$ cat src/rtl/regfile_scoreboard_if.sv
// ----------------------------------------------------------------------------
// regfile_scoreboard_if
//   Bundle of the register-file / scoreboard bus shared by decode (read ports,
//   issue) and write-back (write port).
//
//   Parameters:
//     DATA_W : register width
//     ADDR_W : register index width
//
//   Signals (direction seen from the register file, modport "slave"):
//     rs_addr, rt_addr   in  : read port A / B index
//     rs_data, rt_data   out : read port A / B data
//     rs_busy, rt_busy   out : addressed register has a pending write
//     wr_en, wr_addr,
//     wr_data            in  : write-back strobe, destination, data
//     iss_en, iss_addr   in  : issue of an instruction with a destination
//     sb_ovf             out : sticky pending-counter overflow flag
//
//   Modport "master" is the decode / write-back side driving the bus.
// ----------------------------------------------------------------------------
interface regfile_scoreboard_if #(
  parameter int DATA_W = 32,
  parameter int ADDR_W = 5
);
  logic [ADDR_W-1:0] rs_addr;
  logic [ADDR_W-1:0] rt_addr;
  logic [DATA_W-1:0] rs_data;
  logic [DATA_W-1:0] rt_data;
  logic              rs_busy;
  logic              rt_busy;
  logic              wr_en;
  logic [ADDR_W-1:0] wr_addr;
  logic [DATA_W-1:0] wr_data;
  logic              iss_en;
  logic [ADDR_W-1:0] iss_addr;
  logic              sb_ovf;

  modport master (
    output rs_addr, rt_addr, wr_en, wr_addr, wr_data, iss_en, iss_addr,
    input  rs_data, rt_data, rs_busy, rt_busy, sb_ovf
  );

  modport slave (
    input  rs_addr, rt_addr, wr_en, wr_addr, wr_data, iss_en, iss_addr,
    output rs_data, rt_data, rs_busy, rt_busy, sb_ovf
  );
endinterface

$ cat src/rtl/regfile_scoreboard.sv
// ----------------------------------------------------------------------------
// regfile_scoreboard
//   Architectural register file (2^ADDR_W x DATA_W, R0 hard-wired to zero)
//   with two combinational read ports, one synchronous write port and a
//   per-register saturating pending-write counter used by the hazard unit.
//
//   Parameters:
//     DATA_W : register width            (default 32)
//     ADDR_W : register index width      (default 5)
//     CNT_W  : pending counter width     (default 2)
//
//   Ports:
//     clk    : clock, all state updates on the rising edge
//     rst_n  : synchronous active-low reset (clears registers, counters, sb_ovf)
//     bus    : regfile_scoreboard_if.slave (read ports, write-back, issue,
//              busy flags and sticky sb_ovf)
//
//   Optional feature:
//     REGFILE_BYPASS_EN : when defined, a same-cycle write-back to a read
//                         address is forwarded to that port, and the port's
//                         busy flag reflects the count after the decrement.
// ----------------------------------------------------------------------------
module regfile_scoreboard #(
  parameter int DATA_W = 32,
  parameter int ADDR_W = 5,
  parameter int CNT_W  = 2
) (
  input  logic                 clk,
  input  logic                 rst_n,
  regfile_scoreboard_if.slave  bus
);

  localparam int              NREG    = 1 << ADDR_W;
  localparam logic [CNT_W-1:0] CNT_MAX = {CNT_W{1'b1}};
  localparam logic [CNT_W-1:0] CNT_ONE = CNT_W'(1'b1);

  logic [DATA_W-1:0] regs_r     [NREG];
  logic [CNT_W-1:0]  pend_r     [NREG];
  logic [CNT_W-1:0]  pend_nxt_s [NREG];
  logic              sb_ovf_r;
  logic              ovf_set_s;

  logic              wr_act_s;
  logic [NREG-1:0]   iss_hit_s;
  logic [NREG-1:0]   wr_hit_s;

  logic [DATA_W-1:0] rs_data_s;
  logic [DATA_W-1:0] rt_data_s;
  logic              rs_busy_s;
  logic              rt_busy_s;

  // Writes to R0 are discarded, so only a nonzero destination is an active write.
  assign wr_act_s  = bus.wr_en && (bus.wr_addr != {ADDR_W{1'b0}});

  // One-hot decode of the issue and write destinations.
  assign iss_hit_s = {{(NREG-1){1'b0}}, bus.iss_en} << bus.iss_addr;
  assign wr_hit_s  = {{(NREG-1){1'b0}}, bus.wr_en}  << bus.wr_addr;

  // Register storage: reset clears everything, otherwise commit the write-back.
  always_ff @(posedge clk) begin
    if (!rst_n) begin
      for (int i = 0; i < NREG; i++) begin
        regs_r[i] <= {DATA_W{1'b0}};
      end
    end else if (wr_act_s) begin
      regs_r[bus.wr_addr] <= bus.wr_data;
    end else begin
      regs_r <= regs_r;
    end
  end

  // Next pending count per register; issue and write to the same index cancel.
  always_comb begin
    pend_nxt_s = pend_r;
    ovf_set_s  = 1'b0;
    for (int i = 1; i < NREG; i++) begin
      case ({iss_hit_s[i], wr_hit_s[i]})
        2'b10: begin
          if (pend_r[i] == CNT_MAX) begin
            pend_nxt_s[i] = pend_r[i];
            ovf_set_s     = 1'b1;
          end else begin
            pend_nxt_s[i] = pend_r[i] + CNT_ONE;
          end
        end
        2'b01: begin
          // Decrement at zero is silently ignored.
          if (pend_r[i] != {CNT_W{1'b0}}) begin
            pend_nxt_s[i] = pend_r[i] - CNT_ONE;
          end else begin
            pend_nxt_s[i] = pend_r[i];
          end
        end
        default: begin
          pend_nxt_s[i] = pend_r[i];
        end
      endcase
    end
    // R0 never has a pending write.
    pend_nxt_s[0] = {CNT_W{1'b0}};
  end

  // Pending counters and the sticky overflow flag.
  always_ff @(posedge clk) begin
    if (!rst_n) begin
      for (int i = 0; i < NREG; i++) begin
        pend_r[i] <= {CNT_W{1'b0}};
      end
      sb_ovf_r <= 1'b0;
    end else begin
      pend_r   <= pend_nxt_s;
      sb_ovf_r <= sb_ovf_r | ovf_set_s;
    end
  end

  // Read port A: registered state, optionally overridden by the write-back bypass.
  always_comb begin
    rs_data_s = {DATA_W{1'b0}};
    rs_busy_s = 1'b0;
    if (bus.rs_addr == {ADDR_W{1'b0}}) begin
      rs_data_s = {DATA_W{1'b0}};
      rs_busy_s = 1'b0;
`ifdef REGFILE_BYPASS_EN
    end else if (wr_act_s && (bus.wr_addr == bus.rs_addr)) begin
      // Busy as if the write-back decrement had already happened.
      rs_data_s = bus.wr_data;
      rs_busy_s = (pend_r[bus.rs_addr] > CNT_ONE);
`endif
    end else begin
      rs_data_s = regs_r[bus.rs_addr];
      rs_busy_s = (pend_r[bus.rs_addr] != {CNT_W{1'b0}});
    end
  end

  // Read port B: same structure as port A.
  always_comb begin
    rt_data_s = {DATA_W{1'b0}};
    rt_busy_s = 1'b0;
    if (bus.rt_addr == {ADDR_W{1'b0}}) begin
      rt_data_s = {DATA_W{1'b0}};
      rt_busy_s = 1'b0;
`ifdef REGFILE_BYPASS_EN
    end else if (wr_act_s && (bus.wr_addr == bus.rt_addr)) begin
      rt_data_s = bus.wr_data;
      rt_busy_s = (pend_r[bus.rt_addr] > CNT_ONE);
`endif
    end else begin
      rt_data_s = regs_r[bus.rt_addr];
      rt_busy_s = (pend_r[bus.rt_addr] != {CNT_W{1'b0}});
    end
  end

  assign bus.rs_data = rs_data_s;
  assign bus.rt_data = rt_data_s;
  assign bus.rs_busy = rs_busy_s;
  assign bus.rt_busy = rt_busy_s;
  assign bus.sb_ovf  = sb_ovf_r;

endmodule

$ cat src/flat_wrapper.sv
// flat-port wrapper written by rule: the top's interface ports become plain ports
module regfile_scoreboard_flat 
#(
  parameter int DATA_W = 32,
  parameter int ADDR_W = 5,
  parameter int CNT_W  = 2
)
  (clk, rst_n, bus_rs_addr, bus_rt_addr, bus_wr_en, bus_wr_addr, bus_wr_data, bus_iss_en, bus_iss_addr, bus_rs_data, bus_rt_data, bus_rs_busy, bus_rt_busy, bus_sb_ovf);
  regfile_scoreboard_if #(.DATA_W(DATA_W), .ADDR_W(ADDR_W)) bus_i ();
  input  logic clk;
  input  logic rst_n;
  input wire logic [$bits(bus_i.rs_addr)-1:0] bus_rs_addr;
  input wire logic [$bits(bus_i.rt_addr)-1:0] bus_rt_addr;
  input wire logic [$bits(bus_i.wr_en)-1:0] bus_wr_en;
  input wire logic [$bits(bus_i.wr_addr)-1:0] bus_wr_addr;
  input wire logic [$bits(bus_i.wr_data)-1:0] bus_wr_data;
  input wire logic [$bits(bus_i.iss_en)-1:0] bus_iss_en;
  input wire logic [$bits(bus_i.iss_addr)-1:0] bus_iss_addr;
  output wire logic [$bits(bus_i.rs_data)-1:0] bus_rs_data;
  output wire logic [$bits(bus_i.rt_data)-1:0] bus_rt_data;
  output wire logic [$bits(bus_i.rs_busy)-1:0] bus_rs_busy;
  output wire logic [$bits(bus_i.rt_busy)-1:0] bus_rt_busy;
  output wire logic [$bits(bus_i.sb_ovf)-1:0] bus_sb_ovf;
  assign bus_i.rs_addr = bus_rs_addr;
  assign bus_i.rt_addr = bus_rt_addr;
  assign bus_i.wr_en = bus_wr_en;
  assign bus_i.wr_addr = bus_wr_addr;
  assign bus_i.wr_data = bus_wr_data;
  assign bus_i.iss_en = bus_iss_en;
  assign bus_i.iss_addr = bus_iss_addr;
  assign bus_rs_data = bus_i.rs_data;
  assign bus_rt_data = bus_i.rt_data;
  assign bus_rs_busy = bus_i.rs_busy;
  assign bus_rt_busy = bus_i.rt_busy;
  assign bus_sb_ovf = bus_i.sb_ovf;
  regfile_scoreboard #(.DATA_W(DATA_W), .ADDR_W(ADDR_W), .CNT_W(CNT_W)) u_core (.clk(clk), .rst_n(rst_n), .bus(bus_i));
endmodule
$ cat config.mk
export PLATFORM = sky130hd
export DESIGN_NAME = regfile_scoreboard_flat
export DESIGN_NICKNAME = d
export VERILOG_FILES = /design/src/rtl/regfile_scoreboard_if.sv /design/src/rtl/regfile_scoreboard.sv /design/src/flat_wrapper.sv
export SDC_FILE = /design/constraint.sdc
export NUM_CORES = 2
export LEC_CHECK = 0
export CORE_UTILIZATION = 48
export DETAILED_ROUTE_END_ITERATION = 7
export GPL_TIMING_DRIVEN = 0
export MAX_ROUTING_LAYER = met4
export PLACE_DENSITY_LB_ADDON = 0.12
export SYNTH_ARGS = -nofsm -noshare
export SYNTH_HDL_FRONTEND = slang
export SYNTH_SLANG_ARGS = --single-unit
$ cat constraint.sdc
create_clock -name clk -period 3.1 [get_ports clk]
set_input_delay 0.62 -clock clk [delete_from_list [all_inputs] [get_ports clk]]
set_output_delay 0.62 -clock clk [all_outputs]
set_load 0.01 [all_outputs]
==> flow_metrics.env <==
export IMPL_drc=0
export IMPL_switching_share_pct=27.6
export IMPL_place_congestion=1.03
export IMPL_crit_slowest_cell="a211oi_4"
export IMPL_cp_arrival_ns=2.73
export IMPL_drt_initial_drc_count=8743
export IMPL_internal_power_mw=24.8
export IMPL_p_comb_share_pct=12.1
export IMPL_synth_flop_cell="dfxtp_1"
export IMPL_grt_pass1_vias=50000
export IMPL_tns_ns=-6.85
export IMPL_slew_headroom_pct=-1.46
export IMPL_ys_warn_count=0
export IMPL_finalCriticalPeriod_ns=3.35
export IMPL_pre_cts_ws_ns=-2.96
export IMPL_cp_common_cell="buf_16"
export IMPL_postSynthAreaPerCell_sq_um=8.69
export IMPL_peakVddDrop_mv=0.575
export IMPL_crit_chain="buf_16, buf_16, buf_16, buf_16, nand2_8, buf_12, o221ai_1, a21oi_1, a211oi_4, buf_2"
export IMPL_final_cell_mix="2039 x nand2_1, 1070 x a21oi_1, 1052 x dfxtp_1"
export IMPL_grt_pass1_wl_mm=373
export IMPL_dieWidth_um=345
export IMPL_num_vias=55300
export IMPL_worst_slew_pin_slew_ns=1.52
export IMPL_setup_viol=66
export IMPL_synth_area_sq_um=56400
export IMPL_slew_viol_final=14
export IMPL_p_switching_mw=9.45
export IMPL_synth_nets=6599
export IMPL_layout_drive_gt1_share_pct=22.8
export IMPL_crit_type="in2out"
export IMPL_worstHoldPathType="reg2reg"
export IMPL_rsz0062_at_grt="true"
export IMPL_start_util_pct=48.4
export IMPL_critPathMaxFanout=10
export IMPL_dieArea_sq_um=119000
export IMPL_final_antenna_net_count=0
export IMPL_clock_power_share_pct=46.6
export IMPL_fin_util_pct=60.0
export IMPL_min_from="u_core.regs_r[34]"
export IMPL_core_area_sq_um=116000
export IMPL_synth_cells=6483
export IMPL_drv_cap=1
export IMPL_p_leak_nw=23.4
export IMPL_cts_root_buf="clkbuf_16"
export IMPL_final_nets=6956
export IMPL_synth_edf_count=0
export IMPL_ff2ff_path_depth=4
export IMPL_startpoint_type="input port"
export IMPL_layout_commonest_cell="nand2_1"
export IMPL_clk_pin_slew_ns=0.06
export IMPL_layout_setup_ws_ns=-0.250
export IMPL_stdcell_area_sq_um=69800
export IMPL_insertion_delay_ns=0.76
export IMPL_status="complete, but fails checks"
export IMPL_hpwl_mm=204
export IMPL_post_route_period_util_pct=108
export IMPL_die_h_um=345
export IMPL_p_per_area_nw_per_um2=491
export IMPL_cts_sinks=1087
export IMPL_rows=125
export IMPL_synth_cell_types=55
export IMPL_synth_seq_cells=1087
export IMPL_rrSetupSlack_ns=1.38
export IMPL_grt_max_degree=18
export IMPL_hold_viol_final=0
export IMPL_whs_endpoint="u_core.regs_r[34]"
export IMPL_syn_to_final_growth_pct=23.8
export IMPL_hold_path_depth=2
export IMPL_yosysSeqAreaShare_pct=38.6
export IMPL_cts_buffer_depth=3
export IMPL_violations="max-capacitance violations, max-slew violations, negative setup slack"
export IMPL_overflow=0
export IMPL_fillers=10200
export IMPL_dr_pass1_iters=8
export IMPL_required_ns=2.48
export IMPL_async_flop_share_pct=0
export IMPL_antenna_found_initial=11
export IMPL_viasPerCell=6.52
export IMPL_regToRegStartpoint="u_core.pend_r[18]"
export IMPL_multi_input_area_sq_um=33900
export IMPL_grt_use_total_pct=46.2
export IMPL_port_buffers=113
export IMPL_seq_power_share_pct=41.3
export IMPL_cp_slowest_stage_delay_ns=0.41
export IMPL_final_setup_skew_ns=0.0109
export IMPL_htreeDepth=3
export IMPL_end_kind="output port"
export IMPL_regArea_sq_um=21800
export IMPL_cts_buffers=120
export IMPL_post_drt_wl_per_cell_um=32.1
export IMPL_cts_tree="built"
export IMPL_fmax_mhz=298
export IMPL_power_mw=34.3
export IMPL_r2r_end="u_core.bus.sb_ovf"
export IMPL_placed_cell_area_sq_um=59400
export IMPL_ctsHoldBuffers=0
export IMPL_io_pins=123
export IMPL_wl_mm=273
==> kinds of logic (layout without fill, tap and decap cells) <==
logic type	count (synthesis)	in the layout	synth area share (%)
compound gates	1592	1592	16.2
mux	641	641	21.5
flops	1087	1087	38.6
fa+ha+maj	60	60	1.33
simple gates	2363	2363	16.5
other cells	0	15	0
buf+inv	740	1203	5.90
==> worst max-delay path: cells and delay by family <==
family	cells	cell delay, ns
buffers and inverters	6	1.14
and+or+nand+nor	1	0.14
AOI/OAI and AO/OA	3	0.79
==> metrics by stage <==
stage,std cells,hold WS [ns]
6_report,8485,0.465
5_1_grt,8481,0.478
4_1_cts,8451,0.465
3_5_place_dp,8121,0.457
3_3_place_gp,8120,0.448
2_1_floorplan,6483,0.443
==> power by group through the flow <==
stage	combinational, mW	clock [mW]	sequential, mW
2_1_floorplan	1.65	0	14.4
3_3_place_gp	3.15	0	14.5
3_5_place_dp	3.16	0	14.5
4_1_cts	3.85	15.9	14.1
5_1_grt	4.12	16.4	14.2
6_report	4.13	16.0	14.2
==> layout make-up <==
| type | instances | share of cell area [%] |
|---|---|---|
| antenna | 15 | 0.0538 |
| buffer | 605 | 6.42 |
| clock buffer | 178 | 5.09 |
| clock inverter | 50 | 1.13 |
| inverter | 114 | 0.653 |
| multi-input combinational | 4656 | 48.6 |
| sequential | 1087 | 31.3 |
| tap | 1524 | 2.73 |
| timing repair buffer | 256 | 4.03 |
==> sequential cells by signal, summed over array words and instances, names as in the netlist <==
| signal | count |
|---|---|
| u_core.regs_r | 1024 |
| u_core.bus.sb_ovf | 1 |
| u_core.pend_r | 62 |
==> timing repair <==
| action | CTS | global route |
|---|---|---|
| endpoints found under the setup margin | 82 | 81 |
| setup buffers | 100 | 23 |
| endpoints found under the hold margin | 0 | 0 |
| gates resized for setup | 1231 | 127 |
| gates cloned | 19 | 7 |
| pin swaps | 169 | 69 |
==> layer usage <==
metal	wire [um]	global-route usage, %	part of all wire, %	vias up
met1	103000	58.5	38	27300
met5	0	-	0	-
li1	-	-	-	23600
met3	36300	14.2	13	763
met4	18000	25.0	6.6	0
met2	116000	65.5	42	3696
==> how the worst max path moves through the flow <==
stage,startpoint,end,slack (ns),cells after the start
5_1_grt,bus_wr_addr[0],u_core.bus.sb_ovf,-0.16,11
3_5_place_dp,bus_rt_addr[2],bus_rt_data[19],-2.96,8
6_report,bus_rt_addr[0],bus_rt_data[0],-0.25,10
4_1_cts,bus_rt_addr[0],bus_rt_data[25],-0.16,9
3_3_place_gp,bus_rt_addr[1],bus_rt_data[31],-3.13,7
2_1_floorplan,bus_rs_addr[0],bus_rs_busy,0.42,7
==> Yosys cell counts, types with 36 or more instances <==
cell type	number	share of area (%)
a211o_1	51	0.79
a211oi_1	58	0.77
a21oi_1	1102	9.8
a22oi_1	97	1.3
a31oi_1	38	0.42
and2_1	36	0.40
buf_2	171	1.5
clkbuf_1	375	2.5
dfxtp_1	1087	39
ha_1	60	1.3
inv_1	98	0.65
mux2i_1	157	2.8
mux4_2	451	18
nand2_1	2046	14
nand3_1	69	0.61
nor2_1	110	0.73
nor3_1	36	0.32
o21ai_0	66	0.59
o221ai_1	59	0.92
o22ai_1	64	0.71
Note: power is estimated with default switching activity, not from simulation.
